## src/rtl/cordic_bus_mux_pipe.sv

```systemverilog
// -----------------------------------------------------------------------------
// cordic_bus_mux_pipe
//   Registered N-to-1 operand bus multiplexer in front of the CORDIC iteration
//   stages. One of NCH input channels is granted, either by the explicit
//   select input (MODE=0) or by round-robin arbitration (MODE=1). The granted
//   word passes through a single output register.
//
// Handshake (valid/ready, identical on every channel and on the output):
//   a word moves across an interface on a rising clk edge where valid and
//   ready are both high. The producer holds valid and data stable until that
//   edge. Ready may depend combinationally on the consumer's ready. There is
//   no skid buffer, so in_ready follows out_ready in the same cycle.
//
// Parameters
//   WIDTH  data width per channel
//   NCH    number of input channels (2..16)
//   SELW   channel index width, equal to clog2(NCH)
//   MODE   0 = explicit select, 1 = round-robin (sel ignored)
//
// Ports
//   clk        clock, rising edge
//   reset      synchronous, active-high
//   in_data    channel i is bits [i*WIDTH +: WIDTH]
//   in_valid   per-channel valid
//   in_ready   per-channel ready
//   sel        channel select (MODE=0 only)
//   out_data   registered selected word
//   out_chan   index of the channel that produced out_data
//   out_valid  out_data/out_chan hold a valid word
//   out_ready  downstream accepts the word
// -----------------------------------------------------------------------------
module cordic_bus_mux_pipe #(
  parameter int WIDTH = 16,
  parameter int NCH   = 4,
  parameter int SELW  = 2,
  parameter int MODE  = 0
) (
  input  logic                 clk,
  input  logic                 reset,
  input  logic [NCH*WIDTH-1:0] in_data,
  input  logic [NCH-1:0]       in_valid,
  output logic [NCH-1:0]       in_ready,
  input  logic [SELW-1:0]      sel,
  output logic [WIDTH-1:0]     out_data,
  output logic [SELW-1:0]      out_chan,
  output logic                 out_valid,
  input  logic                 out_ready
);

  logic [WIDTH-1:0] out_data_q, out_data_d;
  logic [SELW-1:0]  out_chan_q, out_chan_d;
  logic             out_valid_q, out_valid_d;
  logic [SELW-1:0]  rr_ptr_q, rr_ptr_d;

  logic             space;
  logic             gv;
  logic [SELW-1:0]  g;
  logic [SELW-1:0]  cand;
  logic [WIDTH-1:0] g_data;
  logic             load;
  int               idx;

  // Output register can take a new word when empty or being popped now.
  assign space = !out_valid_q | out_ready;

  // Grant selection. In round-robin mode the candidates are visited from the
  // farthest distance back to rr_ptr itself, so the last hit is the closest
  // valid channel at or after rr_ptr (modulo NCH).
  always_comb begin
    gv   = 1'b0;
    g    = '0;
    cand = '0;
    idx  = 0;
    if (MODE == 0) begin
      g = sel;
      for (int i = 0; i < NCH; i++) begin
        if (sel == SELW'(i)) gv = in_valid[i];
      end
    end else begin
      for (int k = NCH - 1; k >= 0; k--) begin
        idx = int'(rr_ptr_q) + k;
        if (idx >= NCH) idx = idx - NCH;
        cand = SELW'(idx);
        for (int i = 0; i < NCH; i++) begin
          if (cand == SELW'(i) && in_valid[i]) begin
            gv = 1'b1;
            g  = cand;
          end
        end
      end
    end
  end

  // Data mux; out-of-range selects give zero but never load.
  always_comb begin
    g_data = '0;
    for (int i = 0; i < NCH; i++) begin
      if (g == SELW'(i)) g_data = in_data[i*WIDTH +: WIDTH];
    end
  end

  assign load = space & gv & !reset;

  // In select mode ready follows sel alone, independent of in_valid.
  always_comb begin
    in_ready = '0;
    for (int i = 0; i < NCH; i++) begin
      if (MODE == 0) begin
        in_ready[i] = space & !reset & (sel == SELW'(i));
      end else begin
        in_ready[i] = space & gv & !reset & (g == SELW'(i));
      end
    end
  end

  always_comb begin
    out_data_d  = out_data_q;
    out_chan_d  = out_chan_q;
    out_valid_d = out_valid_q;
    rr_ptr_d    = rr_ptr_q;
    if (load) begin
      out_data_d  = g_data;
      out_chan_d  = g;
      out_valid_d = 1'b1;
      if (MODE != 0) begin
        rr_ptr_d = (g == SELW'(NCH - 1)) ? '0 : g + SELW'(1);
      end
    end else if (out_ready) begin
      out_valid_d = 1'b0;
    end
  end

  always_ff @(posedge clk) begin
    if (reset) begin
      out_data_q  <= '0;
      out_chan_q  <= '0;
      out_valid_q <= 1'b0;
      rr_ptr_q    <= '0;
    end else begin
      out_data_q  <= out_data_d;
      out_chan_q  <= out_chan_d;
      out_valid_q <= out_valid_d;
      rr_ptr_q    <= rr_ptr_d;
    end
  end

  assign out_data  = out_data_q;
  assign out_chan  = out_chan_q;
  assign out_valid = out_valid_q;

endmodule

```

## config.mk

```make
export PLATFORM = sky130hd
export DESIGN_NAME = cordic_bus_mux_pipe
export DESIGN_NICKNAME = d
export VERILOG_FILES = /design/src/rtl/cordic_bus_mux_pipe.sv
export SDC_FILE = /design/constraint.sdc
export NUM_CORES = 1
export LEC_CHECK = 0
export CAP_MARGIN = 0
export CORE_MARGIN = 3
export CORE_UTILIZATION = 33
export CTS_CLUSTER_DIAMETER = 30
export DETAILED_ROUTE_END_ITERATION = 10
export PLACE_DENSITY = 0.92
export REMOVE_ABC_BUFFERS = 1
export SLEW_MARGIN = 15
export SYNTH_ARGS = -nofsm -noshare
export SYNTH_HDL_FRONTEND = slang
export SYNTH_SLANG_ARGS = --single-unit
```

## constraint.sdc

```tcl
create_clock -name clk -period 1.7 [get_ports clk]
set_input_delay 0.425 -clock clk [delete_from_list [all_inputs] [get_ports clk]]
set_output_delay 0.425 -clock clk [all_outputs]
set_load 0.005 [all_outputs]
```

==> results of run 1 <==
## state kept, by name (all words and copies together), names as in the netlist
name,cells
out_chan,2
out_data,16
out_valid,1
## critical path: stages
cell	delay, ns
clkdlybuf4s15_2	0.25
inv_2	0.07
nor4b_2	0.26
clkdlybuf4s15_2	0.24
## metrics by stage
step	power (uW)	util [%]	setup WS, ns	setup TNS (ns)	cell area (um2)
3_3_place_gp	1000	65.3	-0.633	-12.96	2270
6_report	1330	68.7	0.0272	0	2380
2_1_floorplan	672	-	0.244	0	1130
4_1_cts	1340	68.4	0.00253	0	2370
5_1_grt	1400	68.7	0.00420	0	2380
3_5_place_dp	1010	65.3	-0.772	-15.13	2270
## worst paths after layout
path,from,slack [ns],end,cells past startpoint
max,sel[0],0.03,in_ready[3],4
min,out_data[4],0.46,out_data[4],2
max reg2reg,out_valid,0.28,out_chan[0],6
min reg2reg,out_data[4],0.46,out_data[4],2
## cells by family after synthesis
kind of cell           Yosys count  synth area share (%)
AO/OA/AOI/OAI                   37                  15.7
multiplexers                    18                  31.4
AND/OR/NAND/NOR                 29                  13.7
buffers and inverters           14                  8.26
flip-flops                      19                  31.0
## report_power, final
part | switching, uW | internal [uW] | total [uW]
Clock | 149 | 163 | 312
Combinational | 171 | 350 | 520
Sequential | 18.6 | 483 | 502
Total | 338 | 996 | 1330
## repair_timing
action                     CTS  global route
setup endpoints to repair   22            22
buffers inserted             1             0
hold endpoints to repair     0             0
pin swaps                    1             1
resized for setup           25            15
## area by class of cell
type | instances | area (um2) | area share [%]
tap | 46 | 57.6 | 2.41
timing repair buffer | 113 | 1090 | 45.9
clock buffer | 3 | 41.3 | 1.73
sequential | 19 | 380 | 16.0
multi-input combinational | 84 | 802 | 33.6
clock inverter | 1 | 5.00 | 0.210
inverter | 1 | 3.75 | 0.157
## layer usage
metal / vias to the layer above / track usage, % / routed length (um)
met1: 643 / 18.7 / 1340
met2: 61 / 36.1 / 2300
li1: 662 / - / -
met3: 2 / 4.72 / 364
met5: - / 0 / 0
met4: 0 / 5.82 / 27
## placed cells by master, fill, tap and decap left out, types with 3 or more instances in the layout
cell type / Yosys / routed
clkbuf_2: 0 / 3
dfxtp_1: 19 / 19
clkdlybuf4s50_1: 0 / 85
mux4_2: 16 / 16
clkbuf_8: 0 / 3
a21oi_1: 18 / 18
o21ai_0: 9 / 8
nand3_1: 17 / 17
buf_4: 2 / 15
clkdlybuf4s15_2: 0 / 3
o21ai_1: 8 / 9
==> reports/results.ini, run 1 <==
[yosys]
yosysMostFrequentCell=dfxtp_1
ys_seq_area_share_pct=31.0
syn-cell-area_um2=1230
ys_warn_count=0
synth_top_area_share_pct=31.0
avgSynthCellArea_um2=10.5
synthTopCellsByCount=dfxtp_1 (19), a21oi_1 (18), nand3_1 (17), mux4_2 (16), o21ai_0 (9)
synth_cells=117
ys_types=25
synth.area.top_cells=dfxtp_1 (31%), mux4_2 (29%), a21oi_1 (7.3%)
async_flop_share_pct=0
synth-seq-cells=19
synth-edff-count=0
synth_top_area_cell=dfxtp_1
synth_ff_type=dfxtp_1

[route]
drtIter0Drc=40
routed_wl_um=4030
postRouteAntennaNets=0
first_pass_iters=4
vias=1368
wl_per_cell_um=15.1
avgViaCountPerCell=5.12
drc_errors=0

[global_route]
grt_pass1_vias=1417
antenna_found_initial=0
gr-total-overflow=0
grt_pass1_wl_um=6340
grt_max_degree=20
track_usage_pct=18.5

[clock_network]
root_buffer=clkbuf_8
cts-buffers-inserted=3
htreeDepth=1
cts_sinks=19
clock_latency_ns=0.25
postCtsHoldBufs=0
clockBufferDepth=2
cts_tree=yes
cts.clk_slew.worst_paths_ns=0.07

[finish]
diodes=0
final_cells=267
num-fill-cells=255
syn_to_final_growth_pct=94.2
finalNetCount=295
drive_gt1_share_pct=26.2

[worst_hold_path]
hold_path.class=reg2reg

[place]
place_hpwl_um=3300
place_inst=262
portBuffers=95
place_congestion=0.728

[worst_setup_path]
endpoint_kind=primary output
start_kind=input port
worstPathArrival_ns=1.25
cp_max_fo=5
worstSetupPathType=in2out
required_ns=1.27

[timing]
hold_viol_final=0
slew_viol_final=0
holdWs_ns=0.463
setup_violations=0
relSlewSlack_pct=83.9
grt_setup_unrepaired=false
fmax_ghz=0.598
period_needed_ns=1.67
post-route-period-util_pct=98.4
max_slew.worst_pin.slew_ns=0.240
skew_ns=0.00442

[floorplanning]
die_y_um=67.0
fp.dieArea_um2=4490
initial_utilization_pct=35.4
io_pins=96
core_area_um2=3470
die_x_um=67.0
num_rows=21

[pwr]
ir_drop_mv=0.402
pwr_density_cell_nw_per_um2=560
p_leak_uw=0.000873

[outcome]
status=finished, final reports clean

[flow_run]
cap_viol_max_count=0

Note: power is estimated with default switching activity, not from simulation.
==> run 2, diff against run 1 <==
--- a/config.mk
+++ b/config.mk
@@ -9,6 +9,7 @@
 export CORE_MARGIN = 3
 export CORE_UTILIZATION = 33
 export CTS_CLUSTER_DIAMETER = 30
+export CTS_CLUSTER_SIZE = 24
 export DETAILED_ROUTE_END_ITERATION = 10
 export PLACE_DENSITY = 0.92
 export REMOVE_ABC_BUFFERS = 1
==> constraint.sdc (replaced) <==
create_clock -name clk -period 1.75 [get_ports clk]
set_input_delay 0.4375 -clock clk [delete_from_list [all_inputs] [get_ports clk]]
set_output_delay 0.4375 -clock clk [all_outputs]
set_load 0.005 [all_outputs]
==> reports/results.ini, run 2 (same netlist as run 1, synthesis figures left out) <==
[worst_setup_path]
critical_path_depth=7  ; +3
ff2ff_setup_slack_ns=0.33  ; +0.05 ns
start_kind=input port
cp_max_fo=8  ; +3
crit_chain=clkdlybuf4s50_1 -> mux2i_2 -> buf_4 -> or3_4 -> buf_4 -> nand3_1 -> a21oi_1
endpoint_kind=flip-flop
rr_startpoint=out_valid
slowest_delay_ns=0.48  ; +0.22 ns
worstSetupPathType=in2reg
reg2reg_to=out_data[10]
required_ns=1.89  ; +0.62 ns
r2r_cells=6  ; unchanged
worstPathArrival_ns=1.82  ; +0.57 ns
crit_buf_inv=3  ; unchanged
critPathLaunch=in_valid[2]
worstSetupEndpoint=out_data[10]
critPathTopFamily=buffers and inverters
slowest_stage=clkdlybuf4s50_1
critPathMostFrequentCell=buf_4

[global_route]
gr-total-overflow=0  ; unchanged
track_usage_pct=18.6  ; +0.13 points
antenna_found_initial=0  ; unchanged
grt_max_degree=20  ; unchanged
grt_pass1_vias=1434  ; +1.2%
grt_pass1_wl_um=6330  ; -0.11%

[clock_network]
cts-buffers-inserted=3  ; unchanged
clockBufferDepth=2  ; unchanged
htreeDepth=1  ; unchanged
clock_latency_ns=0.25  ; about the same
root_buffer=clkbuf_8
cts_tree=yes
cts.clk_slew.worst_paths_ns=0.07  ; about the same
cts_sinks=19  ; unchanged

[pwr]
ir_drop_mv=0.298  ; -26%
power_uw=1290  ; -3.2%
pwr_density_cell_nw_per_um2=546  ; -2.4%
p_leak_uw=0.000858  ; -1.8%

[place]
place_hpwl_um=3330  ; +0.84%
pre_cts_ws_ns=-0.761  ; +0.0112 ns
place_congestion=0.732  ; +0.55%
portBuffers=95  ; unchanged
place_inst=261  ; -0.38%

[floorplanning]
die_y_um=67.0  ; unchanged
num_rows=21  ; unchanged
core_area_um2=3470  ; unchanged
fp.dieArea_um2=4490  ; unchanged
initial_utilization_pct=35.4  ; unchanged
die_x_um=67.0  ; unchanged
io_pins=96  ; unchanged

[timing]
post-route-period-util_pct=96.2
period_needed_ns=1.68
slew_viol_final=0  ; unchanged
hold_viol_final=0  ; unchanged
relSlewSlack_pct=82.0  ; -1.8 points
grt_setup_unrepaired=false
skew_ns=0.00109  ; -0.00333 ns
fmax_ghz=0.594
worst_slack_ns=0.0668  ; +0.0396 ns
max_slew.worst_pin.slew_ns=0.264  ; +0.0239 ns
holdWs_ns=0.462  ; -0.000626 ns
setup_violations=0  ; unchanged

[finish]
syn_to_final_growth_pct=92.6
largest_register_ffs=16  ; unchanged
drive_gt1_share_pct=24.1  ; -2.2 points
finalNetCount=294  ; -0.34%
final_common_cell=clkdlybuf4s50_1
num-fill-cells=278  ; +9.0%
layout_common_cells=clkdlybuf4s50_1 (87), dfxtp_1 (19), a21oi_1 (18)
diodes=0  ; unchanged
final_cells=266  ; -0.37%

[route]
drc_errors=0  ; unchanged
postRouteAntennaNets=0  ; unchanged
routed_wl_um=4160  ; +3.0%
wl_per_cell_um=15.6  ; +3.4%
avgViaCountPerCell=5.32  ; +3.9%
first_pass_iters=4  ; unchanged
vias=1416  ; +3.5%
drtIter0Drc=29  ; -28%

[flow_run]
cap_viol_max_count=0  ; unchanged

[outcome]
status=finished, final reports clean

[worst_hold_path]
hold_path.class=reg2reg
hold_depth=2  ; unchanged

## run 2: layout make-up
class | instances | area [um2] | share of cell area, %
multi-input cells | 84 | 802 | 33.9
flip-flops and latches | 19 | 380 | 16.1
inverters | 1 | 3.75 | 0.159
well taps | 46 | 57.6 | 2.44
clock buffers | 4 | 45.0 | 1.91
repair buffers | 112 | 1070 | 45.5
## run 2: per-stage QoR
step | TNS [ns] | cell area (um2) | util [%]
after CTS | 0 | 2330 | 67.3
after floorplan | 0 | 1130 | -
final | 0 | 2360 | 68.1
after global placement | -12.32 | 2260 | 65.1
after detailed placement | -15.06 | 2260 | 65.1
after global routing | 0 | 2360 | 68.1
## run 2: report_power, final
part | leakage, uW | switching (uW) | total [uW] | internal, uW
combinational | 0.000679 | 167 | 504 | 337
sequential | 0.000156 | 18.3 | 488 | 469
clock | 0.0000228 | 138 | 299 | 162
## run 2: routing by layer
| layer | GRT usage, % | share of wire (%) | vias up |
|---|---|---|---|
| met4 | 4.56 | 1.8 | 0 |
| met3 | 5.06 | 8.0 | 8 |
| li1 | - | - | 661 |
| met1 | 19.7 | 35 | 677 |
| met2 | 35.8 | 55 | 70 |
| met5 | 0 | 0 | - |
## run 2: worst reg2reg max path: stages (launching register included)
cell     delay [ns]
dfxtp_1        0.31
nor2b_4        0.15
buf_4          0.15
or3_4          0.37
buf_4          0.17
nand3_1        0.08
a21oi_1        0.07
## run 2: worst min path at each step
stage	startpoint	end	slack (ns)
2_1_floorplan	out_chan[1]	out_chan[1]	0.45
3_3_place_gp	out_data[13]	out_data[13]	0.45
3_5_place_dp	out_data[8]	out_data[8]	0.46
4_1_cts	out_data[8]	out_data[8]	0.47
5_1_grt	out_data[9]	out_data[9]	0.50
6_report	out_data[8]	out_data[8]	0.46
## run 2: repair_timing
item                                    4_1_cts  5_1_grt
setup buffers                                 0        1
pin swaps                                     0        2
hold buffers                                  0        0
resized for setup                            21       13
endpoints found under the setup margin       22       21
cloned                                        0        0
==> run 3, diff against run 2 <==
--- a/config.mk
+++ b/config.mk
@@ -7,11 +7,11 @@
 export LEC_CHECK = 0
 export CAP_MARGIN = 0
 export CORE_MARGIN = 3
-export CORE_UTILIZATION = 33
+export CORE_UTILIZATION = 30
 export CTS_CLUSTER_DIAMETER = 30
 export CTS_CLUSTER_SIZE = 24
 export DETAILED_ROUTE_END_ITERATION = 10
-export PLACE_DENSITY = 0.92
+export PLACE_DENSITY = 0.86
 export REMOVE_ABC_BUFFERS = 1
 export SLEW_MARGIN = 15
 export SYNTH_ARGS = -nofsm -noshare
==> reports/results.ini, run 3 (same netlist as run 1, synthesis figures left out) <==
[place]
place_hpwl_um=3240  ; -2.8%
portBuffers=95  ; unchanged
place_congestion=0.726  ; -0.91%
place_inst=264  ; +1.1%

[timing]
grt_setup_unrepaired=false
fin_setup_tns_ns=0  ; unchanged
period_needed_ns=1.70  ; +0.0177 ns
max_slew.worst_pin.slew_ns=0.323  ; +0.0591 ns
relSlewSlack_pct=78.5  ; -3.6 points
fmax_ghz=0.588  ; -1.0%
hold_viol_final=0  ; unchanged
post-route-period-util_pct=97.2  ; +1.0 points
skew_ns=0.00717  ; +0.00608 ns
slew_viol_final=0  ; unchanged
setup_violations=0  ; unchanged

[global_route]
grt_max_degree=18  ; -10%
grt_pass1_vias=1401  ; -2.3%
gr-total-overflow=0  ; unchanged
track_usage_pct=16.4  ; -2.2 points
grt_pass1_wl_um=6540  ; +3.3%
antenna_found_initial=0  ; unchanged

[finish]
final_cells=272  ; +2.3%
largest_register_ffs=16  ; unchanged
fin_util_pct=63.3  ; -4.8 points
final_common_cell=clkdlybuf4s50_1
syn_to_final_growth_pct=95.9
diodes=0  ; unchanged
drive_gt1_share_pct=25.0  ; +0.91 points
finalNetCount=298  ; +1.4%
layout_common_cells=clkdlybuf4s50_1 (87), dfxtp_1 (19), a21oi_1 (18)

[worst_setup_path]
crit_buf_inv=3  ; unchanged
cp_max_fo=5  ; -3
start_kind=input port
crit_chain=dlygate4sd2_1 -> buf_6 -> nor4_4 -> buf_2
slowest_stage=dlygate4sd2_1
worstSetupPathType=in2out
slowest_delay_ns=0.27  ; -0.21 ns
endpoint_kind=primary output
required_ns=1.31  ; -0.58 ns
worstPathArrival_ns=1.26  ; -0.56 ns
critPathTopFamily=buffers and inverters

[floorplanning]
die_y_um=70.0  ; +4.4%
initial_utilization_pct=32.3  ; -3.1 points
fp.dieArea_um2=4900  ; +9.1%
core_area_um2=3800  ; +9.5%
io_pins=96  ; unchanged
num_rows=22  ; +4.8%
die_x_um=70.0  ; +4.4%

[route]
drc_errors=0  ; unchanged
avgViaCountPerCell=5.04  ; -5.2%
vias=1372  ; -3.1%
routed_wl_um=4050  ; -2.6%
postRouteAntennaNets=0  ; unchanged
drtIter0Drc=57  ; +97%
wl_per_cell_um=14.9  ; -4.8%
first_pass_iters=4  ; unchanged

[clock_network]
root_buffer=clkbuf_8
cts_sinks=19  ; unchanged
clock_latency_ns=0.25  ; about the same
htreeDepth=1  ; unchanged
cts.clk_slew.worst_paths_ns=0.07  ; about the same
cts_tree=yes
cts-buffers-inserted=3  ; unchanged
clockBufferDepth=2  ; unchanged

[pwr]
p_int_uw=977  ; +0.91%
switchingPower_uw=326  ; +0.70%
p_clk_share_pct=23.1  ; about the same
switching_share_pct=25.0  ; -0.040 points
p_leak_uw=0.000879  ; +2.5%
pwr_density_cell_nw_per_um2=542  ; -0.88%
pwr-share-comb_pct=39.4  ; +0.4 points
p_seq_share_pct=37.5  ; -0.3 points
ir_drop_mv=0.279  ; -6.6%

[worst_hold_path]
hold_path.class=reg2reg

[outcome]
status=finished, final reports clean

[flow_run]
cap_viol_max_count=0  ; unchanged

==> run 3: path summary, 6_finish.rpt <==
| kind | from | endpoint | slack [ns] | depth (start not counted) |
|---|---|---|---|---|
| worst min-delay path | out_data[3] | out_data[3] | 0.46 | 2 |
| worst max-delay path | sel[0] | in_ready[0] | 0.05 | 4 |
| worst min register to register | out_data[3] | out_data[3] | 0.46 | 2 |
| worst max register to register | out_valid | out_chan[0] | 0.41 | 5 |
==> run 3: timing repair <==
item,CTS,global route
resized for setup,35,2
buffers inserted,4,0
endpoints found under the setup margin,23,13
hold buffers,0,0
cloned,0,0
pin swaps,2,0
==> run 3: per-layer routing <==
| metal | vias up | track usage (%) | part of all wire (%) |
|---|---|---|---|
| met4 | 0 | 3.83 | 0.40 |
| met2 | 61 | 29.2 | 51 |
| li1 | 673 | - | - |
| met1 | 636 | 19.1 | 40 |
| met3 | 2 | 5.04 | 8.7 |
| met5 | - | 0 | 0 |
==> run 3: power groups by stage <==
stage / registers (uW) / logic, uW / clock network [uW]
final: 488 / 514 / 300
after floorplan: 500 / 152 / 0
after global placement: 496 / 484 / 0
after CTS: 488 / 516 / 313
after global routing: 492 / 550 / 327
after detailed placement: 498 / 494 / 0
==> run 3: area by class of cell <==
class,count,area [um2]
Timing Repair Buffer,116,1120
Sequential cell,19,380
Inverter,1,3.75
Multi-Input combinational cell,84,797
Clock buffer,4,45.0
Fill cell,332,1390
Tap cell,48,60.1
==> run 3: per-stage QoR <==
stage / power (uW) / cell area (um2) / setup slack [ns] / hold WS [ns]
floorplan: 653 / 1130 / 0.281 / 0.454
CTS: 1320 / 2400 / 0.0458 / 0.465
global route: 1370 / 2400 / 0.00257 / 0.488
finish: 1300 / 2400 / 0.0491 / 0.464
detailed placement: 992 / 2280 / -0.829 / 0.454
global placement: 979 / 2280 / -0.657 / 0.449
==> run 3: worst reg2reg max path, delay by kind of cell, from the launching register on <==
family | cells | cell delay, ns
AO/OA/AOI/OAI | 1 | 0.13
buffers and inverters | 1 | 0.18
flip-flops | 1 | 0.34
AND/OR/NAND/NOR | 3 | 0.58
